[src/rtl/sopc_mem_arbiter_pkg.sv]
// Shared types and constants for the IF / D memory bus arbiter.
package sopc_mem_arbiter_pkg;

   localparam int ADDR_W = 32;
   localparam int DATA_W = 32;
   localparam int SEL_W  = 4;

   localparam logic [DATA_W-1:0] ZERO_WORD = '0;

   // Reset is active-low; enable/disable levels used for control flops.
   localparam logic RST_ACTIVE = 1'b0;
   localparam logic ENABLE     = 1'b1;
   localparam logic DISABLE    = 1'b0;

   typedef enum logic [1:0] {
      ARB_IDLE   = 2'd0,
      ARB_GNT_IF = 2'd1,
      ARB_GNT_D  = 2'd2,
      ARB_DONE   = 2'd3
   } arb_state_e;

   // Memory command as latched at grant time.
   typedef struct packed {
      logic              we;
      logic [SEL_W-1:0]  sel;
      logic [ADDR_W-1:0] addr;
      logic [DATA_W-1:0] wdata;
   } mem_cmd_t;

   // Instruction fetches are always full-word reads.
   function automatic mem_cmd_t fetch_cmd(input logic [ADDR_W-1:0] addr);
      mem_cmd_t c;
      c.we    = DISABLE;
      c.sel   = '1;
      c.addr  = addr;
      c.wdata = ZERO_WORD;
      return c;
   endfunction

endpackage

[src/rtl/sopc_mem_arbiter_timeout_cnt.sv]
// Cycle counter for a memory grant; flags the last cycle before a forced error.
module arb_timeout_cnt
   import sopc_mem_arbiter_pkg::*;
#(
   parameter int TIMEOUT = 64
) (
   input  logic clk,
   input  logic rst,
   input  logic clr,
   input  logic en,
   output logic tc
);

   localparam int CW = $clog2(TIMEOUT);

   logic [CW-1:0] cnt_q, cnt_d;

   // Clear dominates; counting stops at the terminal value.
   always_comb begin
      cnt_d = cnt_q;
      if (clr) begin
         cnt_d = '0;
      end else if (en && !tc) begin
         cnt_d = cnt_q + 1'b1;
      end
   end

   assign tc = (cnt_q == CW'(TIMEOUT - 1));

   // Counter register.
   always_ff @(posedge clk) begin
      if (rst == RST_ACTIVE) begin
         cnt_q <= '0;
      end else begin
         cnt_q <= cnt_d;
      end
   end

endmodule

[src/rtl/sopc_mem_arbiter.sv]
// Arbiter sharing one memory bus between the fetch port and the load/store port.
module sopc_mem_arbiter
   import sopc_mem_arbiter_pkg::*;
#(
   parameter int MAX_D_BURST = 4,
   parameter int TIMEOUT     = 64
) (
   input  logic              clk,
   input  logic              rst,
   input  logic              if_req,
   input  logic [ADDR_W-1:0] if_addr,
   output logic [DATA_W-1:0] if_rdata,
   output logic              if_ack,
   input  logic              d_req,
   input  logic              d_we,
   input  logic [SEL_W-1:0]  d_sel,
   input  logic [ADDR_W-1:0] d_addr,
   input  logic [DATA_W-1:0] d_wdata,
   output logic [DATA_W-1:0] d_rdata,
   output logic              d_ack,
   output logic              bus_err,
   output logic              m_req,
   output logic              m_we,
   output logic [SEL_W-1:0]  m_sel,
   output logic [ADDR_W-1:0] m_addr,
   output logic [DATA_W-1:0] m_wdata,
   input  logic [DATA_W-1:0] m_rdata,
   input  logic              m_ack,
   output logic              stall_req
);

   localparam int BW = $clog2(MAX_D_BURST + 1);
   localparam logic [BW-1:0] BURST_MAX = BW'(MAX_D_BURST);

   arb_state_e        state_q, state_d;
   logic [BW-1:0]     burst_q, burst_d;
   mem_cmd_t          cmd_q, cmd_d;
   logic              m_req_q, m_req_d;
   logic              if_ack_q, if_ack_d;
   logic              d_ack_q, d_ack_d;
   logic              bus_err_q, bus_err_d;
   logic [DATA_W-1:0] if_rdata_q, if_rdata_d;
   logic [DATA_W-1:0] d_rdata_q, d_rdata_d;

   logic in_grant;
   logic tmo_tc;

   assign in_grant = (state_q == ARB_GNT_IF) || (state_q == ARB_GNT_D);

   // The timer sits at zero outside a grant, so it starts fresh on every grant entry.
   arb_timeout_cnt #(
      .TIMEOUT (TIMEOUT)
   ) u_timeout (
      .clk (clk),
      .rst (rst),
      .clr (!in_grant),
      .en  (in_grant && !m_ack),
      .tc  (tmo_tc)
   );

   // Next-state, arbitration, command latch and completion outputs.
   always_comb begin
      state_d    = state_q;
      burst_d    = burst_q;
      cmd_d      = cmd_q;
      m_req_d    = m_req_q;
      if_ack_d   = DISABLE;
      d_ack_d    = DISABLE;
      bus_err_d  = DISABLE;
      if_rdata_d = if_rdata_q;
      d_rdata_d  = d_rdata_q;

      unique case (state_q)
         ARB_IDLE: begin
            // D wins a tie unless it has used up its burst allowance.
            if (d_req && (!if_req || (burst_q < BURST_MAX))) begin
               state_d = ARB_GNT_D;
               cmd_d   = '{we: d_we, sel: d_sel, addr: d_addr, wdata: d_wdata};
               m_req_d = ENABLE;
               if (!if_req) begin
                  burst_d = '0;
               end else if (burst_q != BURST_MAX) begin
                  burst_d = burst_q + 1'b1;
               end
            end else if (if_req) begin
               state_d = ARB_GNT_IF;
               cmd_d   = fetch_cmd(if_addr);
               m_req_d = ENABLE;
               burst_d = '0;
            end
         end

         ARB_GNT_IF, ARB_GNT_D: begin
            // A real answer takes priority over the timeout on the same cycle.
            if (m_ack || tmo_tc) begin
               state_d   = ARB_DONE;
               m_req_d   = DISABLE;
               bus_err_d = !m_ack;
               if (state_q == ARB_GNT_IF) begin
                  if_ack_d   = ENABLE;
                  if_rdata_d = m_ack ? m_rdata : ZERO_WORD;
               end else begin
                  d_ack_d   = ENABLE;
                  d_rdata_d = m_ack ? m_rdata : ZERO_WORD;
               end
            end
         end

         default: begin
            state_d = ARB_IDLE;
         end
      endcase
   end

   // State and output registers.
   always_ff @(posedge clk) begin
      if (rst == RST_ACTIVE) begin
         state_q    <= ARB_IDLE;
         burst_q    <= '0;
         cmd_q      <= '0;
         m_req_q    <= DISABLE;
         if_ack_q   <= DISABLE;
         d_ack_q    <= DISABLE;
         bus_err_q  <= DISABLE;
         if_rdata_q <= ZERO_WORD;
         d_rdata_q  <= ZERO_WORD;
      end else begin
         state_q    <= state_d;
         burst_q    <= burst_d;
         cmd_q      <= cmd_d;
         m_req_q    <= m_req_d;
         if_ack_q   <= if_ack_d;
         d_ack_q    <= d_ack_d;
         bus_err_q  <= bus_err_d;
         if_rdata_q <= if_rdata_d;
         d_rdata_q  <= d_rdata_d;
      end
   end

   assign m_req     = m_req_q;
   assign m_we      = cmd_q.we;
   assign m_sel     = cmd_q.sel;
   assign m_addr    = cmd_q.addr;
   assign m_wdata   = cmd_q.wdata;
   assign if_ack    = if_ack_q;
   assign d_ack     = d_ack_q;
   assign bus_err   = bus_err_q;
   assign if_rdata  = if_rdata_q;
   assign d_rdata   = d_rdata_q;
   assign stall_req = (if_req & ~if_ack_q) | (d_req & ~d_ack_q);

endmodule

[config.mk]
export PLATFORM = sky130hd
export DESIGN_NAME = sopc_mem_arbiter
export DESIGN_NICKNAME = d
export VERILOG_FILES = /design/src/rtl/sopc_mem_arbiter_pkg.sv /design/src/rtl/sopc_mem_arbiter_timeout_cnt.sv /design/src/rtl/sopc_mem_arbiter.sv
export SDC_FILE = /design/constraint.sdc
export NUM_CORES = 1
export LEC_CHECK = 0
export BUFFER_PORTS_ARGS = -buffer_cell sky130_fd_sc_hd__clkbuf_2
export CORE_UTILIZATION = 50
export DETAILED_ROUTE_END_ITERATION = 10
export HOLD_SLACK_MARGIN = 0.06
export PLACE_DENSITY = 0.86
export SLEW_MARGIN = 20
export SYNTH_ARGS = -nofsm -noshare
export SYNTH_HDL_FRONTEND = slang
export SYNTH_SLANG_ARGS = --single-unit
[constraint.sdc]
create_clock -name clk -period 4.2 [get_ports clk]
set_clock_uncertainty 0.05 [all_clocks]
set_input_delay 0.63 -clock clk [delete_from_list [all_inputs] [get_ports clk]]
set_output_delay 0.63 -clock clk [all_outputs]
set_load 0.05 [all_outputs]
# Word level (Yosys, flattened, before mapping)
# Cells that the tools add are included.
classes:
  n_addsub: 2
  n_eq_ne: 7
  muxes: 17
  n_reduce_logical: 21
  bitwise: 6
  order_cmp: 1
op_table:
  columns: ["op", "count"]
  rows:
  - ["2-to-1 mux 69 bit", 2]
  - ["2-to-1 mux 32 bit", 1]
  - ["AND reduction 3 bit", 5]
  - ["2-to-1 mux 3 bit", 4]
  - ["adder 6 x 1 -> 6 bit, second input constant", 1]
  - ["== test 6 bit, second input constant", 1]
  - ["2-to-1 mux 2 bit", 3]
  - ["inequality test 3 bit, second input constant", 2]
  - ["AND reduction 2 bit", 3]
  - ["2-to-1 mux 1 bit", 5]
  - ["case mux 2 bit (2 select lines)", 1]
  - ["nonzero test 2 bit", 2]
  - ["adder 3 x 1 -> 3 bit, second input constant", 1]
  - ["logical AND 1 bit", 3]
  - ["logical NOT 1 bit", 3]
  - ["logical OR 1 bit", 3]
  - ["less-than comparator 3 bit, second input constant", 1]
  - ["inequality test 3 x 2 -> 1 bit, second input constant", 1]
  - ["NOT 1 bit", 3]
  - ["bitwise AND 1 bit", 2]
  - ["== test 2 x 1 -> 1 bit, second input constant", 1]
  - ["== test 2 bit, second input constant", 1]
  - ["logical NOT 2 bit", 1]
  - ["inequality test 2 bit, second input constant", 1]
  - ["3 further kinds", 3]
word_totals:
  wordCells: 67
  out_inout_bits: 138
  regBits: 148
  inputBits: 138

# Logic depth before layout (Yosys ltp)
logic_depth:
  ltp_word: 5
  ltp_mapped: 7
  depth_no_buf: 6

# By module
# Synthesis repeated with hierarchy kept, for this count alone.
hier_totals:
  hier_cells: 639
  area_unflattened_um2: 5632.9
by_module_without_submodules:
  columns: ["mod", "seq_area_each_um2", "n_inst", "cells_per_inst", "area_each_um2"]
  rows:
  - ["sopc_mem_arbiter", 2842.7, 1, 606, 5331.4]
  - ["arb_timeout_cnt", 120.1, 1, 33, 301.5]

# Worst setup path before layout
# OpenSTA, ideal clock, no wires.
synth_timing:
  kind: "in2out"
  startpoint: "input port if_req"
  endpoint: "output port stall_req"
  path_buffers: 1
  slack_ns: 1.906
  arrival_time_ns: 1.614
  required_ns: 3.520
  path_stages: 3
  path_cell_list: "buf_2 inv_1 o22ai_1"
synth_between:
  elab_chain_len: 2
synth_lines:
  columns: ["element", "line", "source"]
  rows:
  - ["start: declaration", "sopc_mem_arbiter.sv:10", "input logic if_req,"]
  - ["bitwise AND 1 bit", "sopc_mem_arbiter.sv:150", "assign stall_req = (if_req & ~if_ack_q) | (d_req & ~d_ack_q);"]
  - ["bitwise OR 1 bit", "sopc_mem_arbiter.sv:150", null]
  - ["end: declaration", "sopc_mem_arbiter.sv:29", "output logic stall_req"]
# Every way passes these cells.

# Worst setup path after layout
layout_timing:
  startpoint: "register state_q[0]"
  endpoint: "register cmd_q, in the netlist m_addr[25]"
layout_between:
  elab_chain_len: 2
layout_lines:
  columns: ["element", "line", "source"]
  rows:
  - ["start: declaration", "sopc_mem_arbiter.sv:35", "arb_state_e state_q, state_d;"]
  - ["start signal: assignment", "sopc_mem_arbiter.sv:128", "state_q <= state_d;"]
  - ["logical NOT 2 bit", "sopc_mem_arbiter.sv:73", "unique case (state_q)"]
  - ["AND reduction 2 bit (no line)", null, null]
  - ["end signal: assignment", "sopc_mem_arbiter.sv:130", "cmd_q <= cmd_d;"]
  - ["end: declaration", "sopc_mem_arbiter.sv:37", "mem_cmd_t cmd_q, cmd_d;"]
# Every way passes these cells.
# A chain may end at the register's enable or synchronous reset.

==> impl_metrics.sql <==
INSERT INTO impl_metrics (metric_group, metric, value, unit) VALUES
('outcome', 'run_status', 'completed', ''),
('worst_setup_path', 'endpoint_kind', 'flop', ''),
('clocking', 'hold_buffers', '0', ''),
('route', 'route.vias.total', '5254', ''),
('grt', 'via_count_of_the_first_global_routing_pass', '4801', ''),
('timing', 'max_clock_freq', '465', 'MHz'),
('synth', 'synthSimpleGateAreaFrac', '0.152', ''),
('synth', 'ys_types', '42', ''),
('hold_path', 'timing.hold.worst.class', 'flop to flop', ''),
('placed_design', 'io_buffer_count', '275', ''),
('layout', 'finalNetCount', '994', ''),
('grt', 'grtUsageTotal', '0.236', ''),
('layout', 'layout.cells.most_common_list', '274 x sky130_fd_sc_hd__clkbuf_2, 148 x sky130_fd_sc_hd__dfxtp_1, 137 x sky130_fd_sc_hd__nand2_1', ''),
('layout', 'insertedDiodeCount', '0', ''),
('floorplan', 'start_util', '0.522', ''),
('synth', 'ys_warn_count', '0', ''),
('power_and_ir_drop', 'power.share.clock', '0.297', ''),
('timing', 'fin_crit_sh', '0.513', ''),
('power_and_ir_drop', 'p_leak', '3.92', 'nW'),
('clocking', 'clk_root_buffer_cell', 'sky130_fd_sc_hd__clkbuf_16', ''),
('floorplan', 'row_count', '38', ''),
('synth', 'yosys.area.top_type', 'sky130_fd_sc_hd__dfxtp_1', ''),
('clocking', 'cts.clk_slew.worst_paths', '0.06', 'ns'),
('timing', 'maxSlewViolCount', '0', ''),
('timing', 'max-slew-margin-rel', '0.394', ''),
('floorplan', 'die_height', '109', 'um'),
('timing', 'worst-slew-pin-transition', '0.909', 'ns'),
('floorplan', 'fp.dieArea', '11900', 'um2'),
('worst_setup_path', 'crit_type', 'flop to flop', ''),
('power_and_ir_drop', 'ir_drop', '0.519', 'mV'),
('clocking', 'ctsResizeCount', '0', ''),
('synth', 'synth-adder-area-share', '0.0130', ''),
('route', 'drt_drc_violations_left', '0', ''),
('route', 'drt_pass1_iterations', '5', ''),
('synth', 'synth-edff-count', '0', ''),
('worst_setup_path', 'critical_path_arrival', '2.40', 'ns'),
('worst_setup_path', 'critical_path_peak_fanout', '54', ''),
('timing', 'tns', '0', 'ns'),
('layout', 'layout.cells.most_common', 'sky130_fd_sc_hd__clkbuf_2', ''),
('grt', 'antenna_found_initial', '0', ''),
('timing', 'rsz0062_at_grt', 'no', ''),
('clocking', 'tritoncts_num_sinks', '148', ''),
('grt', 'global_route_wire_length_before_repair', '22.1', 'mm'),
('clocking', 'cts_tree', 'built', ''),
('synth', 'post_synth_mux_area_share', '0.0609', ''),
('synth', 'ys_async_sr_fraction', '0', ''),
('layout', 'drive_above_1_share', '0.377', ''),
('synth', 'yosysTopAreaCellShare', '0.515', ''),
('clocking', 'worst_case_clock_buffer_depth', '2', ''),
('timing', 'post-route-min-period', '2.15', 'ns'),
('power_and_ir_drop', 'net-switching-power', '2.25', 'mW'),
('synth', 'postSynthNetCount', '743', ''),
('synth', 'synthCells', '599', ''),
('synth', 'synth.area.top_cells', 'sky130_fd_sc_hd__dfxtp_1 51%, sky130_fd_sc_hd__nand2_1 8.9%, sky130_fd_sc_hd__o22ai_1 7.1%', ''),
('grt', 'globalRoute.totalOverflow', '0', ''),
('worst_setup_path', 'timing.critical_path.from_type', 'flop', ''),
('synth', 'synth_seq_cells', '148', ''),
('floorplan', 'coreArea', '11000', 'um2'),
('route', 'totalWireLength', '14.6', 'mm'),
('clocking', 'cts.htree.levels', '4', ''),
('synth', 'postSynthAreaPerCell', '9.61', 'um2'),
('synth', 'dominantRegCellSynth', 'sky130_fd_sc_hd__dfxtp_1', ''),
('timing', 'final_hold_viol_count', '0', ''),
('route', 'ant_nets', '0', ''),
('grt', 'grt_start_max_net_pins', '96', ''),
('synth', 'synth_xor_area_frac', '0.00152', ''),
('placed_design', 'place_hpwl', '10.1', 'mm'),
('power_and_ir_drop', 'power_density', '708', 'nW/um2'),
('route', 'drt-wirelength-per-cell', '14.6', 'um'),
('synth', 'synthesized_area_fraction_occupied_by_ao_oa_aoi_and_oai_cells', '0.206', ''),
('synth', 'mapped_area', '5760', 'um2');
## Yosys cell counts (2+ instances only)
library cell	number
sky130_fd_sc_hd__ha_1	6
sky130_fd_sc_hd__inv_1	7
sky130_fd_sc_hd__nor2_1	5
sky130_fd_sc_hd__nand3_1	5
sky130_fd_sc_hd__nor3_1	2
sky130_fd_sc_hd__dfxtp_1	148
sky130_fd_sc_hd__buf_2	13
sky130_fd_sc_hd__buf_8	3
sky130_fd_sc_hd__nand2_1	137
sky130_fd_sc_hd__clkbuf_1	26
sky130_fd_sc_hd__nor2b_1	37
sky130_fd_sc_hd__a21boi_0	2
sky130_fd_sc_hd__a31oi_1	4
sky130_fd_sc_hd__o211a_1	32
sky130_fd_sc_hd__o22ai_1	65
sky130_fd_sc_hd__o21bai_1	2
sky130_fd_sc_hd__buf_1	2
sky130_fd_sc_hd__a22oi_1	33
sky130_fd_sc_hd__buf_4	7
sky130_fd_sc_hd__o221a_2	5
sky130_fd_sc_hd__mux2i_1	35
sky130_fd_sc_hd__nand2b_1	2
sky130_fd_sc_hd__a32oi_1	2
## flip-flops by register name, indices dropped and copies added (netlist names)
register and flops:
d_rdata 32, state_q 2, m_we 1, m_sel 4
m_req 1, m_addr 32, if_rdata 32, if_ack 1
u_timeout.cnt_q 6, d_ack 1, bus_err 1, m_wdata 32
burst_q 3
## stage by stage
step	util	worst slack [ns]	cells	area (um2)
floorplan	-	1.91	599	5760
global placement	0.646	1.92	971	7130
detailed placement	0.646	1.85	971	7130
CTS	0.705	2.05	1001	7770
global route	0.705	1.88	1001	7770
finish	0.705	2.05	1001	7770
## power by group through the flow
| stage | logic, mW | clock network [mW] | registers [mW] |
|---|---|---|---|
| 2_1_floorplan | 0.647 | 0 | 2.78 |
| 3_3_place_gp | 2.01 | 0 | 1.85 |
| 3_5_place_dp | 2.03 | 0 | 1.86 |
| 4_1_cts | 2.04 | 1.67 | 1.84 |
| 5_1_grt | 2.15 | 1.74 | 1.87 |
| 6_report | 2.03 | 1.63 | 1.84 |
## worst max-delay path, stage by stage (launching register included)
cell and delay [ns]:
sky130_fd_sc_hd__dfxtp_1 0.34, sky130_fd_sc_hd__inv_1 0.06, sky130_fd_sc_hd__ha_1 0.25, sky130_fd_sc_hd__o21a_2 0.78, sky130_fd_sc_hd__buf_4 0.33, sky130_fd_sc_hd__nand2_1 0.08, sky130_fd_sc_hd__o211a_1 0.14
## layout make-up
type                       instances  area, um2
inverter                           7       26.3
sequential                       148       2960
multi-input combinational        393       2510
tap                              140        175
fill                             870       3260
clock inverter                    12        205
timing repair buffer             283       1450
clock buffer                      18        439
## path summary, 6_finish.rpt
kind           startpoint            to  slack, ns  cells after the start
max            state_q[0]    m_addr[25]       2.05                      6
min          if_rdata[31]  if_rdata[31]       0.42                      2
max reg2reg    state_q[0]    m_addr[25]       2.05                      6
min reg2reg  if_rdata[31]  if_rdata[31]       0.42                      2
## metal layers
metal / vias up / part of all wire / global-route usage
li1: 2640 / - / -
met1: 2402 / 0.40 / 0.270
met2: 188 / 0.52 / 0.420
met3: 24 / 0.061 / 0.0640
met4: 0 / 0.020 / 0.0886
met5: - / 0 / 0
## kinds of logic after synthesis
family                   count (synthesis)
multiplexers                            35
adder cells (fa/ha/maj)                  6
AND/OR/NAND/NOR                        196
buffers and inverters                   58
XOR/XNOR                                 1
AO/OA/AOI/OAI                          155
flip-flops                             148
Note: power is estimated with default switching activity, not from simulation.
